`config.mk`:
```
export PLATFORM = sky130hd
export DESIGN_NAME = hdmi_link_ctrl_flat
export DESIGN_NICKNAME = d
export VERILOG_FILES = /design/src/rtl/hdmi_link_ctrl_if.sv /design/src/rtl/hdmi_link_ctrl.sv /design/src/flat_wrapper.sv
export SDC_FILE = /design/constraint.sdc
export NUM_CORES = 1
export LEC_CHECK = 0
export CORE_MARGIN = 2
export CORE_UTILIZATION = 25
export CTS_BUF_LIST = sky130_fd_sc_hd__clkbuf_4
export CTS_CLUSTER_SIZE = 12
export DETAILED_ROUTE_END_ITERATION = 12
export PLACE_DENSITY_LB_ADDON = 0.2
export SKIP_LAST_GASP = 1
export SLEW_MARGIN = 20
export SYNTH_ARGS = -nofsm -noshare
export SYNTH_HDL_FRONTEND = slang
export SYNTH_SLANG_ARGS = --single-unit
```
`constraint.sdc`:
```
create_clock -name pclk -period 6.1 [get_ports pclk]
set_input_delay 0.915 -clock pclk [delete_from_list [all_inputs] [get_ports pclk]]
set_output_delay 0.915 -clock pclk [all_outputs]
set_load 0.005 [all_outputs]
```
`src/rtl/hdmi_link_ctrl_if.sv`:
```
// Decoder-side bundle for the HDMI link controller: per-channel
// alignment status in, per-channel phase-align FSM reset out.
interface hdmi_link_ctrl_if;
  logic [2:0] ch_vld;
  logic [2:0] ch_rdy;
  logic [2:0] ch_psalgnerr;
  logic [2:0] rst_fsm;

  modport master (
    input  ch_vld,
    input  ch_rdy,
    input  ch_psalgnerr,
    output rst_fsm
  );

  modport slave (
    output ch_vld,
    output ch_rdy,
    output ch_psalgnerr,
    input  rst_fsm
  );
endinterface

```
`src/rtl/hdmi_link_ctrl.sv`:
```
// HDMI RX link bring-up: reset, phase-align, bond, monitor, retry.
// Define LINK_STATS_EN to build the saturating link-drop counter.
module hdmi_link_ctrl #(
  parameter int RST_CYCLES    = 4,
  parameter int TMO_W         = 20,
  parameter int STABLE_CYCLES = 16,
  parameter int MAX_RETRY     = 7
) (
  input  logic             pclk,
  input  logic             rst_n,
  input  logic             locked,
  hdmi_link_ctrl_if.master lnk,
  output logic             link_up,
  output logic             link_fail,
  output logic [3:0]       retry_cnt,
  output logic [2:0]       state_out,
  output logic [7:0]       link_drop_cnt
);

  typedef enum logic [2:0] {
    S_IDLE  = 3'd0,
    S_RESET = 3'd1,
    S_ALIGN = 3'd2,
    S_BOND  = 3'd3,
    S_UP    = 3'd4,
    S_RETRY = 3'd5,
    S_FAIL  = 3'd6
  } state_t;

  state_t           state;
  state_t           state_nx;
  logic [7:0]       rst_cnt;
  logic [7:0]       rst_cnt_nx;
  logic [TMO_W-1:0] tmo;
  logic [TMO_W-1:0] tmo_nx;
  logic [TMO_W-1:0] tmo_inc;
  logic [7:0]       stb;
  logic [7:0]       stb_nx;
  logic [7:0]       stb_inc;
  logic [3:0]       rty_nx;
  logic [2:0]       rst_fsm_nx;
  logic             up_nx;
  logic             fail_nx;

  logic vld_all;
  logic rdy_all;
  logic err_any;
  logic tmo_hit;
  logic stb_hit;
  logic rst_done;
  logic in_win;
  logic win_nx;

  assign vld_all  = &lnk.ch_vld;
  assign rdy_all  = &lnk.ch_rdy;
  assign err_any  = |lnk.ch_psalgnerr;
  assign tmo_inc  = (&tmo) ? tmo : tmo + TMO_W'(1);
  assign tmo_hit  = &tmo_inc;
  assign stb_inc  = stb + 8'd1;
  assign stb_hit  = rdy_all && (stb_inc == 8'(STABLE_CYCLES));
  assign rst_done = (rst_cnt == 8'(RST_CYCLES - 1));

  // Timeout and not-valid exits are checked first so they win.
  always_comb begin
    state_nx = state;
    case (state)
      S_IDLE: begin
        if (locked) state_nx = S_RESET;
      end
      S_RESET: begin
        if (rst_done) state_nx = S_ALIGN;
      end
      S_ALIGN: begin
        if (tmo_hit)      state_nx = S_RETRY;
        else if (vld_all) state_nx = S_BOND;
      end
      S_BOND: begin
        if (tmo_hit || !vld_all) state_nx = S_RETRY;
        else if (stb_hit)        state_nx = S_UP;
      end
      S_UP: begin
        if (!vld_all || err_any) state_nx = S_RETRY;
      end
      S_RETRY: begin
        if (retry_cnt == 4'(MAX_RETRY)) state_nx = S_FAIL;
        else                            state_nx = S_RESET;
      end
      S_FAIL: begin
        state_nx = S_FAIL;
      end
      default: begin
        state_nx = S_IDLE;
      end
    endcase
    if (!locked) state_nx = S_IDLE;
  end

  assign in_win = (state == S_ALIGN) || (state == S_BOND);
  assign win_nx = (state_nx == S_ALIGN) || (state_nx == S_BOND);

  always_comb begin
    rst_cnt_nx = 8'd0;
    tmo_nx     = '0;
    stb_nx     = 8'd0;
    rty_nx     = retry_cnt;
    if (state == S_RESET && state_nx == S_RESET)
      rst_cnt_nx = rst_cnt + 8'd1;
    if (in_win && win_nx)
      tmo_nx = tmo_inc;
    if (state == S_BOND && state_nx == S_BOND && rdy_all)
      stb_nx = stb_inc;
    if (state_nx == S_IDLE || state_nx == S_UP)
      rty_nx = 4'd0;
    else if (state_nx == S_RETRY && retry_cnt != 4'hf)
      rty_nx = retry_cnt + 4'd1;
  end

  // Outputs are decoded from the next state so the flops line up with it.
  always_comb begin
    rst_fsm_nx = 3'b000;
    up_nx      = 1'b0;
    fail_nx    = 1'b0;
    unique case (1'b1)
      state_nx == S_IDLE,
      state_nx == S_RESET: rst_fsm_nx = 3'b111;
      state_nx == S_FAIL: begin
        rst_fsm_nx = 3'b111;
        fail_nx    = 1'b1;
      end
      state_nx == S_UP: up_nx = 1'b1;
      default: ;
    endcase
  end

  always_ff @(posedge pclk) begin
    if (!rst_n) begin
      state       <= S_IDLE;
      rst_cnt     <= 8'd0;
      tmo         <= '0;
      stb         <= 8'd0;
      retry_cnt   <= 4'd0;
      lnk.rst_fsm <= 3'b111;
      link_up     <= 1'b0;
      link_fail   <= 1'b0;
    end else begin
      state       <= state_nx;
      rst_cnt     <= rst_cnt_nx;
      tmo         <= tmo_nx;
      stb         <= stb_nx;
      retry_cnt   <= rty_nx;
      lnk.rst_fsm <= rst_fsm_nx;
      link_up     <= up_nx;
      link_fail   <= fail_nx;
    end
  end

  assign state_out = state;

`ifdef LINK_STATS_EN
  logic       drop;
  logic [7:0] drop_q;

  assign drop = (state == S_UP) && (state_nx == S_RETRY);

  always_ff @(posedge pclk) begin
    if (!rst_n)
      drop_q <= 8'd0;
    else if (drop && drop_q != 8'hff)
      drop_q <= drop_q + 8'd1;
  end

  assign link_drop_cnt = drop_q;
`else
  assign link_drop_cnt = 8'd0;
`endif

endmodule

```
`src/flat_wrapper.sv`:
```
// flat-port wrapper written by rule: the top's interface ports become plain ports
module hdmi_link_ctrl_flat 
#(
  parameter int RST_CYCLES    = 4,
  parameter int TMO_W         = 20,
  parameter int STABLE_CYCLES = 16,
  parameter int MAX_RETRY     = 7
)
  (pclk, rst_n, locked, link_up, link_fail, retry_cnt, state_out, link_drop_cnt, lnk_ch_vld, lnk_ch_rdy, lnk_ch_psalgnerr, lnk_rst_fsm);
  hdmi_link_ctrl_if lnk_i ();
  input  logic pclk;
  input  logic rst_n;
  input  logic locked;
  output logic link_up;
  output logic link_fail;
  output logic [3:0] retry_cnt;
  output logic [2:0] state_out;
  output logic [7:0] link_drop_cnt;
  input wire logic [$bits(lnk_i.ch_vld)-1:0] lnk_ch_vld;
  input wire logic [$bits(lnk_i.ch_rdy)-1:0] lnk_ch_rdy;
  input wire logic [$bits(lnk_i.ch_psalgnerr)-1:0] lnk_ch_psalgnerr;
  output wire logic [$bits(lnk_i.rst_fsm)-1:0] lnk_rst_fsm;
  assign lnk_i.ch_vld = lnk_ch_vld;
  assign lnk_i.ch_rdy = lnk_ch_rdy;
  assign lnk_i.ch_psalgnerr = lnk_ch_psalgnerr;
  assign lnk_rst_fsm = lnk_i.rst_fsm;
  hdmi_link_ctrl #(.RST_CYCLES(RST_CYCLES), .TMO_W(TMO_W), .STABLE_CYCLES(STABLE_CYCLES), .MAX_RETRY(MAX_RETRY)) u_core (.pclk(pclk), .rst_n(rst_n), .locked(locked), .lnk(lnk_i), .link_up(link_up), .link_fail(link_fail), .retry_cnt(retry_cnt), .state_out(state_out), .link_drop_cnt(link_drop_cnt));
endmodule
```
## After elaboration in Yosys (flattened, before gate mapping)

Cells that the tools add are included.

| storage, ports and cells | value |
|---|---|
| register bits | 48 |
| latch bits | 0 |
| bits in writable memories | 0 |
| bits in read-only memories | 0 |
| output and inout port bits | 20 |
| logic and storage cells | 66 |
| memories | 0 |

| operators by class | value |
|---|---|
| $add $sub $neg | 4 |
| $mul | 0 |
| divide/modulo/power cells | 0 |
| magnitude comparators | 0 |
| equality and inequality tests | 16 |
| shifts and indexed selects | 0 |
| mux-type cells | 13 |
| bitwise operators | 1 |
| reductions and logical operators | 24 |

Operators by type and width:

| operator | count |
|---|---|
| $reduce_and A20 Y1 | 2 |
| $mux W3 | 9 |
| $pmux W3 S7 | 1 |
| $add A20 B1 Y20 const B | 1 |
| $mux W20 | 1 |
| $eq A3 B3 Y1 const B | 6 |
| $add A8 B1 Y8 const B | 2 |
| $eq A3 B2 Y1 const B | 4 |
| $eq A8 B2 Y1 const B | 1 |
| $eq A8 B5 Y1 const B | 1 |
| $eq A3 B1 Y1 const B | 2 |
| $logic_and A1 B1 Y1 | 6 |
| $logic_not A3 Y1 | 2 |
| $reduce_and A2 Y1 | 3 |
| $reduce_and A3 Y1 | 2 |
| $reduce_or A3 Y1 | 2 |
| $logic_or A1 B1 Y1 | 5 |
| $add A4 B1 Y4 const B | 1 |
| $eq A4 B3 Y1 const B | 1 |
| $ne A4 B4 Y1 const B | 1 |
| $mux W1 | 2 |
| $reduce_or A2 Y1 | 1 |
| $logic_not A1 Y1 | 1 |
| $not A1 Y1 | 1 |

## Logic depth before layout (Yosys ltp)

| depth | value |
|---|---|
| depth after elaboration | 11 |
| mapped depth | 12 |
| mapped depth without buffers | 9 |

## Least setup slack after synthesis

Ideal clock, no wire load.

| timing | value |
|---|---|
| kind | in2reg |
| start | in lnk_ch_vld[2] |
| end | reg u_core.retry_cnt[3] |
| library setup time | 71 ps |
| data arrival time | 2913 ps |
| data required time | 6029 ps |
| slack | 3117 ps |
| stages | 8 |
| path buffers | 0 |
| cells stage by stage | and3_1 and3_1 a211oi_1 nor3_1 or4b_1 o31a_1 or4_1 a21oi_1 |

| between the ends | value |
|---|---|
| longest elaborated chain between the ends | 9 |

RTL lines:

| what | RTL line | source |
|---|---|---|
| start, declared | flat_wrapper.sv:19 | `input wire logic [$bits(lnk_i.ch_vld)-1:0] lnk_ch_vld;` |
| $reduce_and A3 Y1 * | hdmi_link_ctrl.sv:54 | `assign vld_all = &lnk.ch_vld;` |
| $logic_not A1 Y1 | hdmi_link_ctrl.sv:78, hdmi_link_ctrl.sv:82 |  |
| $logic_or A1 B1 Y1, on equally long branches | hdmi_link_ctrl.sv:82, hdmi_link_ctrl.sv:78 |  |
| $mux W3, on equally long branches | hdmi_link_ctrl.sv:82, hdmi_link_ctrl.sv:78 |  |
| $pmux W3 S7 * | hdmi_link_ctrl.sv:66 | `case (state)` |
| $mux W3 * | hdmi_link_ctrl.sv:95 | `if (!locked) state_nx = S_IDLE;` |
| $eq A3 B3 Y1 / $logic_not A3 Y1 (equally long branches) | hdmi_link_ctrl.sv:112 | `if (state_nx == S_IDLE \|\| state_nx == S_UP)` |
| $logic_or A1 B1 Y1 | hdmi_link_ctrl.sv:112 |  |
| $reduce_or A2 Y1 (no line) | n/a |  |
| end signal, assigned | hdmi_link_ctrl.sv:150 | `retry_cnt <= rty_nx;` |
| end, declared | hdmi_link_ctrl.sv:15 | `output logic [3:0] retry_cnt,` |

Mark *: on every way between the ends. The rest lies on a longest branch, timed or not.
A chain may end at the register's enable or synchronous reset.

## Worst setup path after layout

| timing | value |
|---|---|
| start | reg u_core.tmo[0] |
| end | reg u_core.stb[7] |

| between the ends | value |
|---|---|
| longest elaborated chain between the ends | 11 |

RTL lines:

| what | RTL line | source |
|---|---|---|
| start, declared | hdmi_link_ctrl.sv:34 | `logic [TMO_W-1:0] tmo;` |
| start signal, assigned | hdmi_link_ctrl.sv:148 | `tmo <= tmo_nx;` |
| $add A20 B1 Y20 / $reduce_and A20 Y1 (equally long branches) | hdmi_link_ctrl.sv:57 | `assign tmo_inc = (&tmo) ? tmo : tmo + TMO_W'(1);` |
| $mux W20 * | hdmi_link_ctrl.sv:57 |  |
| $reduce_and A20 Y1 * | hdmi_link_ctrl.sv:58 | `assign tmo_hit = &tmo_inc;` |
| $logic_or A1 B1 Y1 | hdmi_link_ctrl.sv:78 | `if (tmo_hit \|\| !vld_all) state_nx = S_RETRY;` |
| $mux W3 | hdmi_link_ctrl.sv:78 |  |
| $pmux W3 S7 * | hdmi_link_ctrl.sv:66 |  |
| $mux W3 * | hdmi_link_ctrl.sv:95 |  |
| $eq A3 B2 Y1 * | hdmi_link_ctrl.sv:110 | `if (state == S_BOND && state_nx == S_BOND && rdy_all)` |
| $logic_and A1 B1 Y1 * (2 in series) | hdmi_link_ctrl.sv:110 |  |
| $reduce_and A2 Y1 (no line) * | n/a |  |
| end signal, assigned | hdmi_link_ctrl.sv:149 | `stb <= stb_nx;` |
| end, declared | hdmi_link_ctrl.sv:37 | `logic [7:0] stb;` |

Marks and branches as above.

==> reports/metrics.csv <==
stage,metric,value,unit
synthesis,yosysUniqueCellTypes,66,
synthesis,synthCells,323,
worst_setup_path,reg2reg_from,u_core.tmo[0],
timing,setup_ws,2190,ps
floorplan,core_area,0.0107,mm^2
synthesis,ys_seq_area_share,33.9,%
floorplan,die_y,108,um
synthesis,yosys-top-cells-area,"dfxtp_1 (34%), nor2_1 (4.8%), nand3_1 (3.9%), a21oi_1 (3.7%), buf_4 (3.3%)",
cells_and_area,post_route_cells_drive_above_1_share,10.0,%
timing,tightest_slew,632,ps
clock_network,h-tree-depth,2,
cells_and_area,stdcell_count,479,
worst_setup_path,crit_chain,"ha_1, nand3_2, nor4_4, nand2_1, a311oi_2, nand4_1, o211ai_1, buf_4, or4_1, o21ba_2",
floorplan,die_w,108,um
worst_setup_path,r2r-end,u_core.stb[7],
clock_network,cts.clk_slew.worst_paths,140,ps
worst_setup_path,path_class,reg -> reg,
timing,setup_tns,0,ps
floorplan,start_util,25.4,%
placement,place_congestion,0.870,
worst_setup_path,cp_num_buf_inv,1,
timing,grt_setup_unrepaired,no,
min_path,min_path_type,reg -> reg,
synthesis,avgSynthCellArea,8.40,um^2
cells_and_area,final_cell_area,0.00305,mm^2
route,firstDrtPassIters,4,
worst_setup_path,reg2reg_slack,2190,ps
synthesis,ys_warn_count,0,
clock_network,postCtsSetupBuffers,0,
synthesis,synth_edf_count,0,
worst_setup_path,startpoint_type,register,
worst_setup_path,cp_top_family,simple AND/OR/NAND/NOR gates,
global_route,grt_pass1_wl,10600,um
global_route,antenna_found_initial,0,
timing,relSlewSlack,57.5,%
min_path,hold_depth,1,
global_route,grt_pass1_vias,2209,
synthesis,synth_top_area_share,33.9,%
status,status,completed,
min_path,worstHoldStart,u_core.rst_cnt[0],
worst_setup_path,cp_slowest_cell,nor4_4,
clock_network,ctsResizeCount,0,
worst_setup_path,slowest_delay,650,ps
synthesis,ys_seq_elements,46,
clock_network,cts_buffer_depth,2,
clock_network,cts_tree,built,
worst_setup_path,reg2reg_depth,10,
worst_setup_path,path_depth,10,
placement,portBuffers,23,
power,ir_drop,54.5,uV
power,p_leak,0.000956,uW
global_route,gr-usage-all-layers,11.1,%
synthesis,synthesis.area,0.00271,mm^2
worst_setup_path,end_kind,register,
worst_setup_path,required,6360,ps
cells_and_area,antenna_cells,0,
worst_setup_path,crit_fanout,21,
synthesis,synth_commonest_cells,"dfxtp_1 (46), nor2_1 (35), nand3_1 (21), a21oi_1 (20), nand2_1 (18)",
floorplan,ios,32,
route,drt-vias-per-instance,4.94,
placement,placed_cell_area,0.00300,mm^2
timing,maxSlewViolCount,0,
clock_network,ctsRootBufferMaster,clkbuf_4,
route,dr_total_vias,2367,
placement,place_inst,471,
clock_network,clk_latency,360,ps
global_route,grt_max_degree,22,
global_route,grt-ovfl-total,0,
worst_setup_path,startpoint,u_core.tmo[0],
worst_setup_path,cp.arrival,4170,ps
cells_and_area,area_growth,12.5,%
timing,finalClockSkew,11.3,ps
job,maxCapViolations,0,
timing,clock.fmax,256,MHz
clock_network,cts.sinks,46,
synthesis,synth_area_leader_cell,dfxtp_1,
synthesis,synth_top_flop_cell,dfxtp_1,
route,drt_iter0_drc,110,
timing,setup_viol,0,
route,finalWirelength,6360,um
timing,hold_violations,0,
placement,dpl_worst_slack,2180,ps
timing,fin_crit_sh,64.1,%
cells_and_area,nets,354,
route,drc_errors,0,
synthesis,async_flop_share,0,%
route,wl_per_cell,13.3,um
floorplan,die_area,0.0117,mm^2
floorplan,rows,38,
timing,period_needed,3910,ps
clock_network,cts_buffers,5,
power,power_density,155,mW/mm^2
synthesis,yosysMostFrequentCell,dfxtp_1,
clock_network,hold_buffers,0,
placement,hpwl,4670,um
route,drtAntennaViolNets,0,
min_path,whs_endpoint,u_core.rst_cnt[0],
## sequential cells by signal (all words and copies together) (netlist names)
name and count:
u_core.tmo 20, u_core.rst_cnt 8, u_core.stb 8, u_core.retry_cnt 4, u_core.state_out 3, u_core.link_fail 1
u_core.link_up 1, u_core.lnk.rst_fsm 1
## cells in the final DEF, fill, tap and decap left out, drive strengths merged, types with 4 or more instances in the layout
cell,Yosys,routed
a211oi,5,5
a21oi,20,20
a31oi,12,12
and3,12,12
and4,8,8
clkbuf,6,6
clkdlybuf4s50,0,23
conb,1,8
dfxtp,46,46
ha,4,4
inv,9,9
nand2,18,18
nand2b,5,5
nand3,24,24
nand4,11,11
nor2,36,36
nor3,8,8
nor4,5,5
o21ai,10,10
or4,4,4
xnor2,7,7
xor2,10,10
## through the flow
step	hold slack (ps)	util (%)	power [uW]
after global routing	511	28.5	500
after global placement	436	28.0	333
final	473	28.5	474
after CTS	479	28.5	483
after detailed placement	447	28.0	333
after floorplan	418	-	325
## power by group
group | internal, uW | leakage, uW | switching, uW
combinational | 12.1 | 0.000552 | 11.7
clock | 48.0 | 0.0000331 | 99.9
sequential | 301 | 0.000371 | 1.49
## layout make-up
type                       count  area, um^2
clock inverter                 2        8.76
inverter                       9        33.8
fill                        1140        7640
tap                          140         175
clock buffer                   6        45.0
sequential                    46         921
multi-input combinational    252        1630
timing repair buffer          24         238
## layer usage
layer  share of wire [%]  global-route usage (%)  vias up
li1                    -                       -     1207
met3                 4.1                    2.23        6
met5                   0                       0        -
met1                  49                    14.9     1106
met2                  46                    18.1       48
met4                0.57                    3.11        0
## kinds of logic (layout without fill, tap and decap cells)
| logic type | count (synthesis) | count (layout) | share of synthesized area, % |
|---|---|---|---|
| simple gates | 152 | 152 | 32.5 |
| compound gates | 69 | 69 | 18.4 |
| flops | 46 | 46 | 33.9 |
| buf+inv | 32 | 41 | 6.92 |
| xor+xnor | 17 | 17 | 5.49 |
| fa+ha+maj | 4 | 4 | 1.84 |
| mux | 2 | 2 | 0.830 |
| other cells | 1 | 8 | 0.138 |
## how the worst max path moves through the flow
stage,endpoint
floorplan,u_core.retry_cnt[3]
global placement,u_core.stb[7]
detailed placement,u_core.stb[7]
CTS,u_core.stb[7]
global route,u_core.stb[7]
finish,u_core.stb[7]
(Power assumes the default switching activity.)
